<file path="src/rtl/sync_filter_bus_pkg.sv">
// sync_filter_bus_pkg: event-source selectors and width helper shared by the
// input conditioner.
package sync_filter_bus_pkg;
   localparam int EVT_RISE = 0;
   localparam int EVT_FALL = 1;
   localparam int EVT_BOTH = 2;
   function automatic int clog2(input int v);
      int r;
      r = 0;
      while ((1 << r) < v) r++;
      return r < 1 ? 1 : r;
   endfunction
endpackage

</file>
<file path="src/rtl/sync_filter_bus_bit.sv">
// sync_filter_bit: one channel -- synchronizer chain, stability filter,
// edge pulses and sticky event flag.
module sync_filter_bit
   import sync_filter_bus_pkg::*;
#(
   parameter int   DEPTH    = 2,
   parameter int   FILTER   = 1,
   parameter int   EVT_MODE = EVT_BOTH,
   parameter logic INIT     = 1'b0
) (
   input  logic clock,
   input  logic rst,
   input  logic sig_in,
   input  logic evt_clr,
   output logic sig_out,
   output logic rise,
   output logic fall,
   output logic evt
);
   localparam int CW = clog2(FILTER);
   (* preserve, async_reg = "true" *) logic [DEPTH-1:0] chain;
   logic [CW-1:0] cnt;
   logic s, hit, ev;
   assign s   = chain[0];
   assign hit = (s != sig_out) && (cnt == CW'(FILTER - 1));
   assign ev  = EVT_MODE == EVT_RISE ? rise : EVT_MODE == EVT_FALL ? fall : rise | fall;
   // reset leaves chain and level equal, so no edge can come out of reset itself
   always_ff @(posedge clock)
      if (rst) begin
         chain   <= {DEPTH{INIT}};
         sig_out <= INIT;
         cnt     <= '0;
         rise    <= 1'b0;
         fall    <= 1'b0;
         evt     <= 1'b0;
      end else begin
         chain   <= {sig_in, chain[DEPTH-1:1]};
         sig_out <= hit ? s : sig_out;
         cnt     <= (s == sig_out || hit) ? '0 : cnt + 1'b1;
         rise    <= hit & s;
         fall    <= hit & ~s;
         evt     <= (evt & ~evt_clr) | ev;
      end
endmodule

</file>
<file path="src/rtl/sync_filter_bus.sv">
// sync_filter_bus: WIDTH independent conditioned channels plus an OR of
// their sticky event flags.
module sync_filter_bus
   import sync_filter_bus_pkg::*;
#(
   parameter int               WIDTH    = 8,
   parameter int               DEPTH    = 2,
   parameter int               FILTER   = 1,
   parameter logic [WIDTH-1:0] INIT     = {WIDTH{1'b0}},
   parameter int               EVT_MODE = EVT_BOTH
) (
   input  logic             clock,
   input  logic             rst,
   input  logic [WIDTH-1:0] sig_in,
   output logic [WIDTH-1:0] sig_out,
   output logic [WIDTH-1:0] rise,
   output logic [WIDTH-1:0] fall,
   output logic [WIDTH-1:0] evt,
   input  logic [WIDTH-1:0] evt_clr,
   output logic             evt_any
);
   if (DEPTH < 2) begin : g_bad_depth
      $error("sync_filter_bus: DEPTH must be >= 2");
   end
   if (FILTER < 1) begin : g_bad_filter
      $error("sync_filter_bus: FILTER must be >= 1");
   end
   if (EVT_MODE < 0 || EVT_MODE > 2) begin : g_bad_mode
      $error("sync_filter_bus: EVT_MODE must be 0..2");
   end
   for (genvar g = 0; g < WIDTH; g++) begin : g_ch
      sync_filter_bit #(
         .DEPTH(DEPTH), .FILTER(FILTER), .EVT_MODE(EVT_MODE), .INIT(INIT[g])
      ) u_bit (
         .clock(clock), .rst(rst), .sig_in(sig_in[g]), .evt_clr(evt_clr[g]),
         .sig_out(sig_out[g]), .rise(rise[g]), .fall(fall[g]), .evt(evt[g])
      );
   end
   assign evt_any = |evt;
endmodule

</file>
<file path="config.mk">
export PLATFORM = sky130hd
export DESIGN_NAME = sync_filter_bus
export DESIGN_NICKNAME = d
export VERILOG_FILES = /design/src/rtl/sync_filter_bus_pkg.sv /design/src/rtl/sync_filter_bus_bit.sv /design/src/rtl/sync_filter_bus.sv
export SDC_FILE = /design/constraint.sdc
export NUM_CORES = 1
export LEC_CHECK = 0
export ABC_AREA = 1
export CAP_MARGIN = 40
export CORE_ASPECT_RATIO = 0.9
export CORE_MARGIN = 10
export CORE_UTILIZATION = 44
export CTS_CLUSTER_SIZE = 28
export DETAILED_ROUTE_END_ITERATION = 7
export DONT_BUFFER_PORTS = 1
export SKIP_LAST_GASP = 1
export SYNTH_ARGS = -nofsm -noshare
export SYNTH_HDL_FRONTEND = slang
export SYNTH_HIERARCHICAL = 1
export SYNTH_SLANG_ARGS = --single-unit
</file>
<file path="constraint.sdc">
create_clock -name clock -period 0.8 [get_ports clock]
set_clock_uncertainty 0.05 [all_clocks]
set_input_delay 0.04 -clock clock [delete_from_list [all_inputs] [get_ports clock]]
set_output_delay 0.04 -clock clock [all_outputs]
set_load 0.02 [all_outputs]
</file>
==> Implementation_results.wiki, run 1 <==
{| class="wikitable"
! Metric !! Value
|-
| Global-route wire length before repair || about 5500 µm
|-
| Detailed router's first-iteration violation count || around 40
|-
| Classification of the worst-slack hold path || primary input to flop
|-
| Final core utilization || 0.636
|-
| Net count after synthesis || ~250
|-
| Row Count || 22
|-
| Worst setup SP type || flop
|-
| Chip height || between 80 and 90 µm
|-
| Setup repair after global routing missed its margin || true
|-
| Share of total power in sequential cells || 0.606
|-
| Launch instance of the worst min-delay path || rst
|-
| Instance count of the mapped netlist || ~230
|-
| Static Leakage || about 1.3 nW
|-
| Register clock-pin slew on the reported worst setup and hold paths || ~0.09 ns
|-
| Max Clock Freq || approximately 940 MHz
|-
| Sum of routed wire length over all layers || about 3500 µm
|-
| Tmin final || around 1.1 ns
|-
| Combinational cell fraction of total power || 0.064
|-
| Ratio of final minimum period to clock period || 1.32
|-
| Detailed-route wire length per cell || 10.4 µm
|-
| Highest routed metal layer || met4
|-
| Die Footprint || around 0.007 mm²
|-
| Met3 wirelength from detailed routing || approximately 320 µm
|-
| Critical Path RT || between 0.7 and 0.8 ns
|-
| Pin count of the biggest net entering global routing || roughly 50
|-
| Total iterations of the first detailed-routing run || 4
|-
| WL met1 || about 1400 µm
|-
| Source-to-sink clock delay at the later pin of the worst-skew pair || about 0.30 ns
|-
| Overflow left after global routing || 0
|-
| Pins over their slew limit || 0
|-
| Yosys reg bits || 56
|-
| Antenna violations before repair || 0
|-
| Layout cells sized above 1 || 0.326
|-
| R2R setup slack || -0.03 ns
|-
| Reg2reg start || g_ch[3].u_bit/evt$_SDFF_PP0_
|-
| Core region area || ~0.004 mm²
|-
| Fraction of the yosys area taken by sequential cells || 0.620
|-
| Reg-to-Reg End || g_ch[3].u_bit/evt$_SDFF_PP0_
|-
| Sinks on Clock Net || 56
|-
| P per Cell Area || around 1900 mW/mm²
|-
| Ratio of routed vias to standard cells || slightly above 4
|-
| Number of remaining DRC errors || 0
|-
| Net Sw Power || ~1.0 mW
|-
| Total routing usage reported by global routing || 0.100
|-
| Max H-tree Level || 2
|-
| DR WL met2 || 1750 µm
|-
| Fillers || 350
|-
| Endpoint with the worst hold slack || g_ch[5].u_bit/evt$_SDFF_PP0_
|-
| Hold buffer count at cts || 8
|-
| PnR worst setup slack || -0.260 ns
|-
| DP Wirelength || about 2400 µm
|-
| Total number of vias || 1397
|-
| Number of antenna cells inserted || 0
|-
| Net total in the final layout || between 300 and 400
|-
| Starting utilization of the core area || 0.450
|-
| Outcome || finished with violations
|-
| Area used by multi-input combinational logic || approximately 470 µm²
|-
| Number of global-route vias before repair || between 1000 and 1500
|-
| Worst Hold Depth || 1
|-
| Storage element area || about 0.0012 mm²
|-
| CTS max path bufs || 2
|-
| Post-Synthesis Mean Instance Area || just under 8 µm²
|-
| Width of the die || about 90 µm
|-
| Number of I/O pins || just over 50
|-
| Cell Int Power || approximately 3.8 mW
|-
| Final hold violation count || 40
|-
| P&R area growth vs syn || 41.4%
|-
| Crit path capture type || output pin
|-
| Syn. warnings || 6
|-
| Weighted congestion reported at the end of routability-driven placement || between 0.7 and 0.8
|-
| Net switching share of the total power || 0.212
|-
| Max-cap violation count || 0
|-
| Final setup vio count || 34
|-
| Post-detailed-route count of antenna-violating nets || 0
|-
| Post-synthesis instance area || between 0.0015 and 0.002 mm²
|-
| Root Buffer || sky130_fd_sc_hd__clkbuf_8
|-
| Failing checks || hold timing, setup timing
|-
| Critical path start-end classification || flop to output pin
|-
| WP data arrival || 0.97 ns
|-
| Highest fanout seen on the critical path || 2
|-
| Maximum ir drop on the vdd rail || approximately 1.2 mV
|-
| Post-place setup slack || 0.0315 ns
|-
| Total of buffers placed on input and output ports || 0
|-
| Total CTS buffers || 5
|-
| Count of distinct cell types in the synthesized netlist || 8
|-
| Depth of the worst register-to-register path || 4
|-
| Min Hold Slack || -0.251 ns
|-
| Share of power burned in the clock network || 0.331
|-
| TritonCTS clock tree || done
|}
final cells by class:
class / count / share of cell area
Tap cell: 48 / 0.0235
Multi-Input combinational cell: 111 / 0.184
Timing Repair Buffer: 50 / 0.206
Sequential cell: 56 / 0.454
Clock buffer: 7 / 0.0377
Inverter: 64 / 0.0950
state kept, by name, summed over array words and instances, names as in the netlist:
register and cells:
g_ch.u_bit/chain 16, g_ch.u_bit/cnt 8, g_ch.u_bit/evt 8, g_ch.u_bit/fall 8, g_ch.u_bit/rise 8, g_ch.u_bit/sig_out 8
layout by cell type (no fill, tap or decap), types with 8 or more instances in the layout:
| cell | Yosys | routed |
|---|---|---|
| sky130_fd_sc_hd__a21oi_1 | 8 | 8 |
| sky130_fd_sc_hd__dfxtp_1 | 56 | 24 |
| sky130_fd_sc_hd__inv_1 | 64 | 58 |
| sky130_fd_sc_hd__buf_6 | 0 | 35 |
| sky130_fd_sc_hd__dfxtp_2 | 0 | 32 |
| sky130_fd_sc_hd__nand2_1 | 37 | 34 |
| sky130_fd_sc_hd__dlygate4sd3_1 | 0 | 8 |
| sky130_fd_sc_hd__nor2_1 | 42 | 40 |
| sky130_fd_sc_hd__conb_1 | 8 | 8 |
through the flow:
stage | std cells | TNS [ns] | hold WS [ns] | total power [mW] | cell area (µm²)
5_1_grt | 336 | -3.92 | -0.285 | 5.05 | 2560
3_3_place_gp | 311 | 0 | 0.0625 | 3.21 | 2130
6_report | 336 | -2.53 | -0.251 | 4.82 | 2560
4_1_cts | 334 | -2.72 | -0.259 | 4.84 | 2500
2_1_floorplan | 231 | 0 | 0.0517 | 3.14 | 1830
3_5_place_dp | 311 | 0 | 0.0641 | 3.21 | 2130
per-layer routing:
| metal | vias to the layer above | global-route usage |
|---|---|---|
| met4 | 0 | 0.0382 |
| met2 | 36 | 0.162 |
| met5 | - | 0 |
| met1 | 602 | 0.106 |
| met3 | 4 | 0.0570 |
| li1 | 755 | - |
worst max-delay path, cell delays in order, from the launching register on:
cell and delay (ns):
sky130_fd_sc_hd__dfxtp_2 0.34, sky130_fd_sc_hd__inv_2 0.04, sky130_fd_sc_hd__nand2_2 0.04, sky130_fd_sc_hd__nor2_1 0.13, sky130_fd_sc_hd__nand2_2 0.12
synthesized netlist by cell type:
master,count,area (µm²)
sky130_fd_sc_hd__inv_1,64,240
sky130_fd_sc_hd__dfxtp_1,56,1120
sky130_fd_sc_hd__nor2_1,42,158
sky130_fd_sc_hd__nand2_1,37,139
sky130_fd_sc_hd__a21oi_1,8,40.0
sky130_fd_sc_hd__conb_1,8,30.0
sky130_fd_sc_hd__nand3_1,8,40.0
sky130_fd_sc_hd__nor3_1,8,40.0
worst max-delay path by stage:
stage,startpoint,endpoint,slack (ns),cells past startpoint
finish,g_ch[0].u_bit/evt$_SDFF_PP0_,evt_any,-0.26,4
global route,g_ch[5].u_bit/evt$_SDFF_PP0_,evt_any,-0.32,4
CTS,g_ch[4].u_bit/evt$_SDFF_PP0_,evt_any,-0.26,4
detailed placement,g_ch[6].u_bit/evt$_SDFF_PP0_,evt_any,0.03,4
global placement,g_ch[6].u_bit/evt$_SDFF_PP0_,evt_any,0.06,4
floorplan,g_ch[4].u_bit/evt$_SDFF_PP0_,evt_any,0.04,4
power groups by stage:
stage	sequential [mW]	combinational (mW)	clock, mW
after global routing	2.93	0.345	1.77
final	2.92	0.307	1.59
after detailed placement	2.98	0.233	0
after global placement	2.98	0.229	0
after CTS	2.92	0.296	1.63
after floorplan	3.01	0.126	0
cells by family after synthesis:
kind of cell,after synthesis,synth area share
buf+inv,64,0.133
other cells,8,0.0166
flops,56,0.620
simple gates,95,0.208
compound gates,8,0.0221
repair_timing:
action | CTS | global route
pin swaps | 1 | 6
setup endpoints to repair | 33 | 36
buffers inserted | 8 | 2
resized for setup | 49 | 16
endpoints found under the hold margin | 48 | 40
Power figures use the tool's default switching activity.
==> run 2: changes to the inputs <==
--- a/config.mk
+++ b/config.mk
@@ -13,6 +13,8 @@
 export CTS_CLUSTER_SIZE = 28
 export DETAILED_ROUTE_END_ITERATION = 7
 export DONT_BUFFER_PORTS = 1
+export PLACE_DENSITY = 0.58
+export REMOVE_ABC_BUFFERS = 1
 export SKIP_LAST_GASP = 1
 export SYNTH_ARGS = -nofsm -noshare
 export SYNTH_HDL_FRONTEND = slang
==> run 2 against run 1 <==
Against the previous run:
- the flow still finishes with violations (hold timing, setup timing)
- die area did not move
- non-clock buffer count is 1 lower
- cell count unchanged
- fmax down 2.8%
- clock-buffer cell count grew 1
- sequential power hardly changed
- routed wire length is 3.9% lower
- worst hold slack better by 0.0025 ns
- clock power shrank 3%
- register-to-register slack about the same
- first-iteration DRC count decreased by 2.4%
- global-route usage down 0.22 points
- critical endpoint unchanged
==> Implementation_results.wiki, run 2 (same netlist as run 1, synthesis figures left out) <==
{| class="wikitable"
! Metric !! Value
|-
| Number of antenna cells inserted || 0 (unchanged)
|-
| Net Sw Power || 1.03 mW (was 1.02 mW)
|-
| Detailed-route wire length per cell || 10.0 µm (was 10.4 µm)
|-
| Overflow left after global routing || 0 (unchanged)
|-
| Classification of the worst-slack hold path || primary input to flop (unchanged)
|-
| Ratio of routed vias to standard cells || 4.08 (was 4.16)
|-
| Most used cells in the layout excluding fill and tap cells || sky130_fd_sc_hd__inv_1 (60), sky130_fd_sc_hd__nor2_1 (40), sky130_fd_sc_hd__buf_6 (37), sky130_fd_sc_hd__nand2_1 (35), sky130_fd_sc_hd__dfxtp_2 (32) (was sky130_fd_sc_hd__inv_1 (58), sky130_fd_sc_hd__nor2_1 (40), sky130_fd_sc_hd__buf_6 (35), sky130_fd_sc_hd__nand2_1 (34), sky130_fd_sc_hd__dfxtp_2 (32))
|-
| Storage element area || 0.00116 mm² (unchanged)
|-
| Highest fanout seen on the critical path || 3 (was 2)
|-
| Sinks on Clock Net || 56 (unchanged)
|-
| Non-Filler Cell Area, Final || 0.00255 mm² (was 0.00256 mm²)
|-
| Most flop-heavy register || g_ch.u_bit/chain (unchanged)
|-
| Tmin final || 1.09 ns (was 1.06 ns)
|-
| Global-route wire length before repair || 5490 µm (unchanged)
|-
| P per Cell Area || 1870 mW/mm² (was 1890 mW/mm²)
|-
| Root Buffer || sky130_fd_sc_hd__clkbuf_8 (unchanged)
|-
| Critical path start-end classification || flop to output pin (unchanged)
|-
| Total of buffers placed on input and output ports || 0 (unchanged)
|-
| Failing checks || hold timing, setup timing (unchanged)
|-
| Max Clock Freq || 917 MHz (was 944 MHz)
|-
| Worst setup SP type || flop (unchanged)
|-
| Post-place setup slack || 0.00165 ns (was 0.0315 ns)
|-
| Static Leakage || 1.32 nW (was 1.33 nW)
|-
| Row Count || 22 (unchanged)
|-
| Max H-tree Level || 2 (unchanged)
|-
| Detailed router's first-iteration violation count || 40 (was 41)
|-
| Core region area || 0.00402 mm² (unchanged)
|-
| Share of total power in sequential cells || 0.613 (was 0.606)
|-
| Pin count of the biggest net entering global routing || 49 (unchanged)
|-
| Highest routed metal layer || met4 (unchanged)
|-
| Final hold violation count || 40 (unchanged)
|-
| Overall power consumption || 4.76 mW (was 4.82 mW)
|-
| Critical Path RT || 0.71 ns (about the same)
|-
| Die Footprint || 0.00708 mm² (unchanged)
|-
| WL met1 || 1490 µm (was 1400 µm)
|-
| Total CTS buffers || 5 (unchanged)
|-
| Cell Int Power || 3.74 mW (was 3.80 mW)
|-
| Outcome || finished with violations (unchanged)
|-
| Max reg flops || 16 (unchanged)
|-
| Starting utilization of the core area || 0.450 (unchanged)
|-
| WP data arrival || 1.00 ns (was 0.97 ns)
|-
| Total routing usage reported by global routing || 0.0977 (was 0.100)
|-
| Ratio of final minimum period to clock period || 1.36 (was 1.32)
|-
| Met3 wirelength from detailed routing || 228 µm (was 318 µm)
|-
| PnR worst setup slack || -0.291 ns (was -0.260 ns)
|-
| Source-to-sink clock delay at the later pin of the worst-skew pair || 0.30 ns (about the same)
|-
| Combinational cell fraction of total power || 0.064 (about the same)
|-
| Width of the die || 87.6 µm (unchanged)
|-
| Net total in the final layout || 305 (was 306)
|-
| Sum of routed wire length over all layers || 3370 µm (was 3500 µm)
|-
| Min Hold Slack || -0.249 ns (was -0.251 ns)
|-
| Number of global-route vias before repair || 1321 (was 1250)
|-
| TritonCTS clock tree || done (unchanged)
|-
| Setup repair after global routing missed its margin || true (unchanged)
|-
| Hold buffer count at cts || 8 (unchanged)
|-
| Antenna violations before repair || 0 (unchanged)
|-
| Post-detailed-route count of antenna-violating nets || 0 (unchanged)
|-
| Share of power burned in the clock network || 0.323 (was 0.331)
|-
| Layout cells sized above 1 || 0.309 (was 0.326)
|-
| Net switching share of the total power || 0.216 (was 0.212)
|-
| Area used by multi-input combinational logic || 472 µm² (was 469 µm²)
|-
| CTS max path bufs || 2 (unchanged)
|-
| Final setup vio count || 35 (was 34)
|-
| P&R area growth vs syn || 41.0% (was 41.4%)
|-
| Crit path capture type || output pin (unchanged)
|-
| Pins over their slew limit || 0 (unchanged)
|-
| DR WL met2 || 1580 µm (was 1750 µm)
|-
| Max-cap violation count || 0 (unchanged)
|-
| DP Wirelength || 2300 µm (was 2420 µm)
|-
| Weighted congestion reported at the end of routability-driven placement || 0.762 (was 0.705)
|-
| Register clock-pin slew on the reported worst setup and hold paths || 0.09 ns (about the same)
|-
| Number of I/O pins || 51 (unchanged)
|-
| Chip height || 80.8 µm (unchanged)
|-
| Total iterations of the first detailed-routing run || 4 (unchanged)
|-
| Maximum ir drop on the vdd rail || 1.38 mV (was 1.19 mV)
|-
| Area post-placement || 0.00211 mm² (was 0.00213 mm²)
|-
| Leading cell type in the layout, fill and taps excluded || sky130_fd_sc_hd__inv_1 (unchanged)
|-
| Fillers || 355 (was 350)
|-
| Total number of vias || 1372 (was 1397)
|-
| Number of remaining DRC errors || 0 (unchanged)
|}
[run 2: final timing paths]
path | cells after the start | slack [ns] | startpoint | endpoint
worst min-delay path | 1 | -0.25 | rst | g_ch[1].u_bit/chain[0]$_SDFF_PP0_
worst min register to register | 2 | 0.35 | g_ch[1].u_bit/chain[1]$_SDFF_PP0_ | g_ch[1].u_bit/chain[0]$_SDFF_PP0_
worst max register to register | 4 | -0.03 | g_ch[7].u_bit/evt$_SDFF_PP0_ | g_ch[7].u_bit/evt$_SDFF_PP0_
worst max-delay path | 4 | -0.29 | g_ch[5].u_bit/evt$_SDFF_PP0_ | evt_any
[run 2: power groups by stage]
stage	logic, mW	registers (mW)	clock network [mW]
final	0.307	2.92	1.54
after global placement	0.227	2.98	0
after floorplan	0.126	3.01	0
after detailed placement	0.231	2.98	0
after global routing	0.349	2.93	1.69
after CTS	0.294	2.92	1.57
[run 2: per-layer routing]
| metal | vias up | GRT usage |
|---|---|---|
| met4 | 0 | 0.0398 |
| met3 | 8 | 0.0460 |
| li1 | 751 | - |
| met1 | 579 | 0.105 |
| met2 | 34 | 0.164 |
| met5 | - | 0 |
[run 2: metrics by stage]
stage | util | instances | TNS (ns)
after floorplan | - | 231 | -0.164
after global placement | 0.525 | 311 | 0
after detailed placement | 0.525 | 311 | 0
after CTS | 0.620 | 333 | -2.72
after global routing | 0.634 | 336 | -3.89
final | 0.634 | 336 | -2.66
[run 2: final cells by class]
| class | instances | area share |
|---|---|---|
| inverters | 64 | 0.0942 |
| multi-input cells | 111 | 0.185 |
| repair buffers | 49 | 0.207 |
| flip-flops and latches | 56 | 0.455 |
| clock buffers | 8 | 0.0353 |
| well taps | 48 | 0.0236 |
[run 2: worst max-delay path, stage by stage (launching register included)]
cell and delay, ns:
sky130_fd_sc_hd__dfxtp_2 0.34, sky130_fd_sc_hd__inv_1 0.05, sky130_fd_sc_hd__nand2_1 0.06, sky130_fd_sc_hd__nor2_2 0.13
sky130_fd_sc_hd__nand2_2 0.12
[run 2: what timing repair did]
action | 4_1_cts | 5_1_grt
pin swaps | 3 | 6
buffers inserted | 6 | 4
setup endpoints to repair | 33 | 35
endpoints found under the hold margin | 48 | 40
resized for setup | 68 | 13
